==> src/rtl/mem_arb_pkg.sv <==
// Shared types and constants for the instruction/data memory arbiter.
// Response owner encoding and default bus widths.
package mem_arb_pkg;

    localparam int unsigned DEF_ADDR_W = 32;
    localparam int unsigned DEF_DATA_W = 32;

    // Wide enough for any data width up to 1024 bits; users slice the low bits.
    localparam logic [127:0] BE_ALL = '1;

    typedef enum logic [1:0] {
        OWN_NONE,
        OWN_IF,
        OWN_DRD,
        OWN_DWR
    } owner_t;

endpackage

==> src/rtl/mem_arb_streak.sv <==
// Saturating count of consecutive data grants taken while a fetch was waiting.
// Raises force_if once the pending fetch must be let through.
module mem_arb_streak
    import mem_arb_pkg::*;
#(
    parameter int unsigned MAX_DATA_STREAK = 4
) (
    input  logic clk,
    input  logic rst,
    input  logic if_req,
    input  logic grant_d,
    input  logic grant_if,
    output logic force_if
);

    localparam logic [3:0] LIMIT = 4'(MAX_DATA_STREAK);

    logic [3:0] streak;

    always_ff @(posedge clk or posedge rst) begin
        if (rst) begin
            streak <= '0;
        end else if (grant_if || !if_req) begin
            streak <= '0;
        end else if (grant_d && (streak != LIMIT)) begin
            streak <= streak + 4'd1;
        end
    end

    assign force_if = if_req && (streak == LIMIT);

endmodule

==> src/rtl/mem_arbiter.sv <==
// Arbitrates one single-port synchronous memory between instruction fetch and
// load/store, routing each 1-cycle read response back to its requester.
module mem_arbiter
    import mem_arb_pkg::*;
#(
    parameter int unsigned ADDR_W          = DEF_ADDR_W,
    parameter int unsigned DATA_W          = DEF_DATA_W,
    parameter int unsigned MAX_DATA_STREAK = 4
) (
    input  logic                  clk,
    input  logic                  rst,
    input  logic                  if_req,
    input  logic [ADDR_W-1:0]     if_addr,
    input  logic                  if_flush,
    output logic                  if_ready,
    output logic                  if_valid,
    output logic [DATA_W-1:0]     if_rdata,
    input  logic                  d_req,
    input  logic                  d_we,
    input  logic [ADDR_W-1:0]     d_addr,
    input  logic [DATA_W-1:0]     d_wdata,
    input  logic [DATA_W/8-1:0]   d_be,
    output logic                  d_ready,
    output logic                  d_valid,
    output logic [DATA_W-1:0]     d_rdata,
    output logic                  mem_en,
    output logic                  mem_we,
    output logic [DATA_W/8-1:0]   mem_be,
    output logic [ADDR_W-1:0]     mem_addr,
    output logic [DATA_W-1:0]     mem_wdata,
    input  logic [DATA_W-1:0]     mem_rdata
);

    localparam int unsigned BE_W = DATA_W / 8;

    logic   force_if;
    logic   grant_d;
    logic   grant_if;
    owner_t owner_q;
    owner_t owner_d;

    always_comb begin
        grant_d  = d_req && !force_if;
        grant_if = if_req && !grant_d;
    end

    assign if_ready = grant_if;
    assign d_ready  = grant_d;
    assign mem_en   = grant_if || grant_d;

    always_comb begin
        mem_we    = 1'b0;
        mem_be    = '0;
        mem_addr  = '0;
        mem_wdata = '0;
        if (grant_d) begin
            mem_we    = d_we;
            mem_be    = d_be;
            mem_addr  = d_addr;
            mem_wdata = d_wdata;
        end else if (grant_if) begin
            mem_be    = BE_ALL[BE_W-1:0];
            mem_addr  = if_addr;
        end
    end

    mem_arb_streak #(
        .MAX_DATA_STREAK (MAX_DATA_STREAK)
    ) u_streak (
        .clk      (clk),
        .rst      (rst),
        .if_req   (if_req),
        .grant_d  (grant_d),
        .grant_if (grant_if),
        .force_if (force_if)
    );

    always_ff @(posedge clk or posedge rst) begin
        if (rst) begin
            owner_q <= OWN_NONE;
        end else begin
            owner_q <= owner_d;
        end
    end

    always_comb begin
        owner_d = OWN_NONE;
        if (grant_d) begin
            owner_d = d_we ? OWN_DWR : OWN_DRD;
        end else if (grant_if) begin
            owner_d = OWN_IF;
        end
    end

    // A flushed fetch still returns its data word, only the valid is suppressed.
    always_comb begin
        if_valid = 1'b0;
        if_rdata = '0;
        d_valid  = 1'b0;
        d_rdata  = '0;
        unique case (owner_q)
            OWN_IF: begin
                if_valid = !if_flush;
                if_rdata = mem_rdata;
            end
            OWN_DRD: begin
                d_valid = 1'b1;
                d_rdata = mem_rdata;
            end
            OWN_DWR: begin
                d_valid = 1'b1;
            end
            default: ;
        endcase
    end

endmodule

==> config.mk <==
export PLATFORM = sky130hd
export DESIGN_NAME = mem_arbiter
export DESIGN_NICKNAME = d
export VERILOG_FILES = /design/src/rtl/mem_arb_pkg.sv /design/src/rtl/mem_arb_streak.sv /design/src/rtl/mem_arbiter.sv
export SDC_FILE = /design/constraint.sdc
export NUM_CORES = 1
export LEC_CHECK = 0
export BUFFER_PORTS_ARGS = -buffer_cell sky130_fd_sc_hd__buf_2
export CAP_MARGIN = 0
export CORE_AREA = 8 8 102 104
export DETAILED_ROUTE_END_ITERATION = 6
export DIE_AREA = 0 0 110 112
export PLACE_DENSITY_LB_ADDON = 0.08
export SLEW_MARGIN = 10
export SYNTH_ARGS = -nofsm -noshare
export SYNTH_HDL_FRONTEND = slang
export SYNTH_SLANG_ARGS = --single-unit
==> constraint.sdc <==
create_clock -name clk -period 2.05 [get_ports clk]
set_clock_uncertainty 0.15 [all_clocks]
set_input_delay 0.41 -clock clk [delete_from_list [all_inputs] [get_ports clk]]
set_output_delay 0.41 -clock clk [all_outputs]
set_load 0.02 [all_outputs]
==> flow_summary.toml, run 1 <==
[clock_network]
insertion_delay_ns = 0.22
clockBufferDepth = 2
cts_made_buffers = 3
htree_levels = 1
cts-root-buf = "clkbuf_8"
numClockSinks = 6
cts_tree = "yes"
clkTransAtPathRegs_ns = 0.04

[pwr]
p_seq_share_pct = 10.0
powerDensity_nw_per_um2 = 304
power_switching_mw = 0.545
netSwitchingFraction_pct = 43.4
cell_internal_pwr_mw = 0.711
fin_total_pwr_mw = 1.26
clkPwrFrac_pct = 14.0
peakVddDrop_v = 0.000188
leakage_nw = 2.31
power.share.combinational_pct = 76.0

[floorplan]
coreArea_um2 = 8890
die-area_um2 = 12300
die_w_um = 110
row_count = 35
die_h_um = 112
pin_count = 276
start_util_pct = 17.2

[yosys]
syn_area_um2 = 1530
yosys.area_share.simple_pct = 63.7
yosys_warnings = 0
synth_top_family_by_area = "simple AND/OR/NAND/NOR gates"
synth_area_leader_cell = "and2_1"
syn_avg_cell_area_um2 = 6.02
muxShareOfSynthArea_pct = 0
synthAdderAreaFrac_pct = 1.64
synth-xor-area-share_pct = 1.14
syn_nets = 394
synth_compound_area_share_pct = 13.0
synth-seq-cells = 6
synth_area_leaders = "and2_1 (26%), and3_1 (14%), nand3_1 (11%)"
netlist_instances = 254
synth_top_area_share_pct = 26.2
yosysSeqAreaShare_pct = 9.81
yosysUniqueCellTypes = 25

[global_routing]
grt_pass1_vias = 2936
grt_start_max_net_pins = 36
grt_util_all_layers_pct = 15.1
antenna_found_initial = 0
grt_overflow = 0
grt_pass1_wl_mm = 15.1

[sta]
final_hold_viol_count = 0
grt_setup_unrepaired = "yes"
finalMaxSlewViolations = 0
finalWorstSetupSlack_ns = -0.145
period_share_pct = 107
fin_hold_ws_ns = 0.393
max_freq_ghz = 0.456
period_needed_ns = 2.19
finalSetupViolCount = 70
fin_setup_tns_ns = -7.48
slew_headroom_pct = 79.8
worst_pin_slew_ns = 0.303

[worst_setup_path]
end_kind = "primary output"
path_common_cell = "buf_12"
critPathKind = "reg2out"
critPathMaxFanout = 15
slowest_stage = "dfrtp_1"
critPathLaunchType = "register"
slowest_delay_ns = 0.37
arrival_ns = 1.63
crit_chain = "inv_1 > ha_2 > nand4b_4 > buf_12 > buf_12 > and3_1 > buf_6"
cp.required_ns = 1.49

[detailed_routing]
via_per_inst = 4.41
drt_iter0_drc = 154
drc = 0
ant_nets = 0
dr.pass1.iters = 4
wire_per_inst_um = 16.5
drt_wl_total_mm = 10.6
vias = 2825

[min_path]
hp-class = "reg2reg"

[layout]
final_common_cell = "buf_2"
fin_nets = 671
n_antenna_cell = 0
syn_to_final_growth_pct = 170
drive_gt1_share_pct = 70.3
fill_cells = 898
mostFrequentLayoutCells = "buf_2 (204), buf_6 (69), and2_1 (64)"
final_cells = 640

[run]
cap_violations = 0

[run_status]
violations = "negative setup slack"
outcome = "finished, violations left"

[place]
gp_congestion = 0.702
portBuffers = 275
placed_cells = 627
hpwl_mm = 8.28
layer usage:
metal | routed length (µm) | part of all wire, % | track usage (%)
met5 | 0 | 0 | 0
met4 | 104 | 0.99 | 2.16
met3 | 1670 | 16 | 8.38
met2 | 5370 | 51 | 27.4
met1 | 3410 | 32 | 14.7
worst paths after layout:
kind                                           startpoint                              to  slack (ns)  cells after the start
max                        u_streak.streak[0]$_DFFE_PP0P_                   mem_wdata[20]       -0.14                      7
min                        u_streak.streak[0]$_DFFE_PP0P_  u_streak.streak[0]$_DFFE_PP0P_        0.39                      2
max reg2reg                u_streak.streak[0]$_DFFE_PP0P_            owner_q[0]$_DFF_PP0_        0.10                      8
min reg2reg                u_streak.streak[0]$_DFFE_PP0P_  u_streak.streak[0]$_DFFE_PP0P_        0.39                      2
max in group asynchronous                             rst  u_streak.streak[3]$_DFFE_PP0P_        1.07                      3
min in group asynchronous                             rst            owner_q[0]$_DFF_PP0_        0.49                      3
power by group through the flow:
stage               registers, mW  logic (mW)  clock network, mW
finish                      0.126       0.955              0.175
global route                0.127        1.02              0.187
CTS                         0.126       0.887              0.175
detailed placement          0.127       0.745                  0
global placement            0.127       0.743                  0
floorplan                   0.127       0.410                  0
timing repair:
item | CTS | global route
endpoints found under the setup margin | 70 | 71
endpoints found under the hold margin | 6 | 0
gates resized for setup | 160 | 57
pin swaps | 15 | 29
gates cloned | 1 | 2
hold buffers | 1 | 0
buffers inserted | 6 | 1
worst max-delay path, delay by kind of cell (launching register included):
kind                     cells  cell delay (ns)
adder cells (fa/ha/maj)      1             0.19
buffers and inverters        4             0.53
flip-flops                   1             0.37
AND/OR/NAND/NOR              2             0.33
through the flow:
| step | setup WS [ns] | util [%] | area, µm² |
|---|---|---|---|
| 6_report | -0.145 | 46.4 | 4130 |
| 5_1_grt | -0.226 | 46.4 | 4130 |
| 4_1_cts | -0.100 | 42.7 | 3790 |
| 3_5_place_dp | 0.0400 | 35.5 | 3150 |
| 3_3_place_gp | 0.0470 | 35.5 | 3150 |
| 2_1_floorplan | -0.0788 | - | 1600 |
synth_stat cells, drive strengths merged:
cell / count
nand4b: 1
inv: 5
dfrtp: 6
and2: 64
or2: 2
o21ai: 32
and3: 34
buf: 12
xnor2: 1
clkbuf: 17
nand3: 33
nand2: 33
nor3: 3
a21o: 4
a21oi: 1
xor2: 1
ha: 2
nor2b: 3
layout make-up:
class | count | area [µm²] | share of cell area (%)
clock buffer | 3 | 41.3 | 1.00
inverter | 5 | 23.8 | 0.576
multi-input combinational | 214 | 1620 | 39.2
sequential | 6 | 150 | 3.64
tap | 111 | 139 | 3.37
timing repair buffer | 301 | 2150 | 52.2
cells by family (layout without fill, tap and decap cells):
group | Yosys count | in the layout
compound gates | 37 | 37
xor+xnor | 2 | 2
fa+ha+maj | 2 | 2
buf+inv | 34 | 309
flops | 6 | 6
simple gates | 173 | 173
state kept, by name (all words and copies together) (netlist names):
name	count
owner_q	2
u_streak.streak	4
(Power assumes the default switching activity.)
==> inputs of run 2 (changes only) <==
Settings changed: CELL_PAD_IN_SITES_DETAIL_PLACEMENT from default to 1, CELL_PAD_IN_SITES_GLOBAL_PLACEMENT from default to 1, CORE_AREA 8 8 102 104 to default, CORE_ASPECT_RATIO from default to 1.25, CORE_MARGIN from default to 8, CORE_UTILIZATION from default to 16, DIE_AREA 0 0 110 112 to default, SYNTH_HIERARCHICAL from default to 1.
==> flow_summary.toml, run 2 <==
[yosys]
netlist_instances = 261
ys_top_cells_by_count = "and2_1 (98), o21ai_0 (34), nand2_1 (33), nand3b_1 (33), clkbuf_1 (18)"
syn_avg_cell_area_um2 = 6.39
synth_top_area_share_pct = 36.8
yosysMostFrequentCell = "and2_1"
syn_area_um2 = 1670
synth-seq-cells = 6
synth_enable_flop_cells = 0
synth_area_leaders = "and2_1 (37%), nand3b_1 (15%), o21ai_0 (10%)"
async_reset_ff_share_pct = 100
synth_ff_type = "dfrtp_1"
yosys_warnings = 6
synth_area_leader_cell = "and2_1"
syn_nets = 401
yosysSeqAreaShare_pct = 9.00
yosysUniqueCellTypes = 25

[layout]
n_antenna_cell = 0
mostFrequentLayoutCells = "buf_2 (219), and2_1 (64), buf_6 (50)"
final_common_cell = "buf_2"
drive_gt1_share_pct = 72.1
top_register = "u_streak/streak"
syn_to_final_growth_pct = 159
finalInstanceArea_um2 = 4310
largest_reg_flops = 4
top_regs = "u_streak/streak x4, owner_q x2"
fin_nets = 694

[sta]
grt_setup_unrepaired = "yes"
finalWorstSetupSlack_ns = -0.473
finalMaxSlewViolations = 0
max_freq_ghz = 0.396
fin_hold_ws_ns = 0.299
period_share_pct = 123
period_needed_ns = 2.52
fin_setup_tns_ns = -26.60
slew_headroom_pct = 71.9
final_hold_viol_count = 0
finalSetupViolCount = 75
worst_pin_slew_ns = 0.421

[clock_network]
htree_levels = 1
cts-root-buf = "clkbuf_16"
insertion_delay_ns = 0.23
clkTransAtPathRegs_ns = 0.04
numClockSinks = 6
clockBufferDepth = 2
cts_tree = "yes"
cts_made_buffers = 3

[global_routing]
grt_overflow = 0
grt-busiest-layer = "met2"
grt_util_all_layers_pct = 16.3
grt_use_met2_pct = 30.7
antenna_found_initial = 1
grt_use_met1_pct = 16.7
grt_use_met3_pct = 6.81
grt_start_max_net_pins = 41
grt_pass1_wl_mm = 18.2
grt_pass1_vias = 3325

[place]
gp_congestion = 0.781
placed_cell_area_um2 = 3730
portBuffers = 275
hpwl_mm = 10.1
post-place-ws_ns = -0.245

[run_status]
violations = "negative setup slack"
outcome = "finished, violations left"

[detailed_routing]
dr.pass1.iters = 4
drt_wl_total_mm = 12.1
drt_iter0_drc = 71
via_per_inst = 4.36
vias = 2969
drc = 0
wire_per_inst_um = 17.7
ant_nets = 0

[worst_setup_path]
critPathLaunchType = "register"
arrival_ns = 1.96
end_kind = "primary output"
critPathKind = "reg2out"
cp.required_ns = 1.49
critPathMaxFanout = 12

[floorplan]
die_w_um = 107
die_h_um = 130
start_util_pct = 16.5
row_count = 41
coreArea_um2 = 10100
die-area_um2 = 14000
pin_count = 276

[pwr]
leakage_nw = 2.33
powerDensity_nw_per_um2 = 330
fin_total_pwr_mw = 1.42
peakVddDrop_v = 0.000212

[run]
cap_violations = 0

[min_path]
hp-class = "in2reg"
## run 2: repair_timing
action / 4_1_cts / 5_1_grt
setup buffers: 6 / 3
hold buffers: 1 / 0
resized for setup: 115 / 9
endpoints found under the hold margin: 6 / 0
cloned: 2 / 0
pin swaps: 3 / 0
setup endpoints to repair: 76 / 78
## run 2: final timing paths
path                                           startpoint                             end  slack [ns]  depth (start not counted)
max in group asynchronous                             rst  u_streak/streak[3]$_DFFE_PP0P_        1.10                          3
min                                                  d_we            owner_q[0]$_DFF_PP0_        0.30                          2
min reg2reg                u_streak/streak[0]$_DFFE_PP0P_  u_streak/streak[0]$_DFFE_PP0P_        0.44                          3
max reg2reg                u_streak/streak[0]$_DFFE_PP0P_  u_streak/streak[3]$_DFFE_PP0P_       -0.16                         10
min in group asynchronous                             rst            owner_q[0]$_DFF_PP0_        0.45                          3
max                        u_streak/streak[0]$_DFFE_PP0P_                       mem_be[0]       -0.47                          8
## run 2: worst max-delay path, cell delays in order, from the launching register on
cell and delay (ns):
dfrtp_1 0.35, inv_2 0.06, ha_4 0.15, and3b_1 0.18, and2_4 0.15, nor2b_4 0.19
buf_12 0.16, mux2_2 0.32, buf_2 0.16
## run 2: kinds of logic (layout without fill, tap and decap cells)
family	after synthesis	in the layout	share of synthesized area, %
DFF	6	6	9.00
adders and majority gates	2	2	1.50
muxes	5	5	3.83
AOI/OAI and AO/OA	39	39	12.3
and+or+nand+nor	177	177	64.4
buffers and inverters	32	323	8.93
## run 2: where the power goes
part           internal, mW  total [mW]  leakage [nW]  switching [mW]
registers             0.124       0.127        0.0783         0.00279
logic                 0.471       0.981          2.22           0.510
clock network         0.250       0.315        0.0370          0.0647
## run 2: final cells by class
| type | instances | area [µm²] |
|---|---|---|
| clock buffer | 3 | 75.1 |
| fill | 1284 | 5790 |
| inverter | 6 | 22.5 |
| multi-input combinational | 223 | 1770 |
| sequential | 6 | 150 |
| tap | 129 | 161 |
| timing repair buffer | 314 | 2130 |
## run 2: stage by stage
step	utilization (%)	instances
CTS	42.3	679
global placement	36.9	667
detailed placement	36.9	667
finish	42.7	681
floorplan	-	261
global route	42.7	681
## run 2: routing by layer
metal,vias to the layer above,share of wire [%]
li1,1426,-
met5,-,0.083
met1,1368,36
met3,8,11
met4,2,0.86
met2,165,51
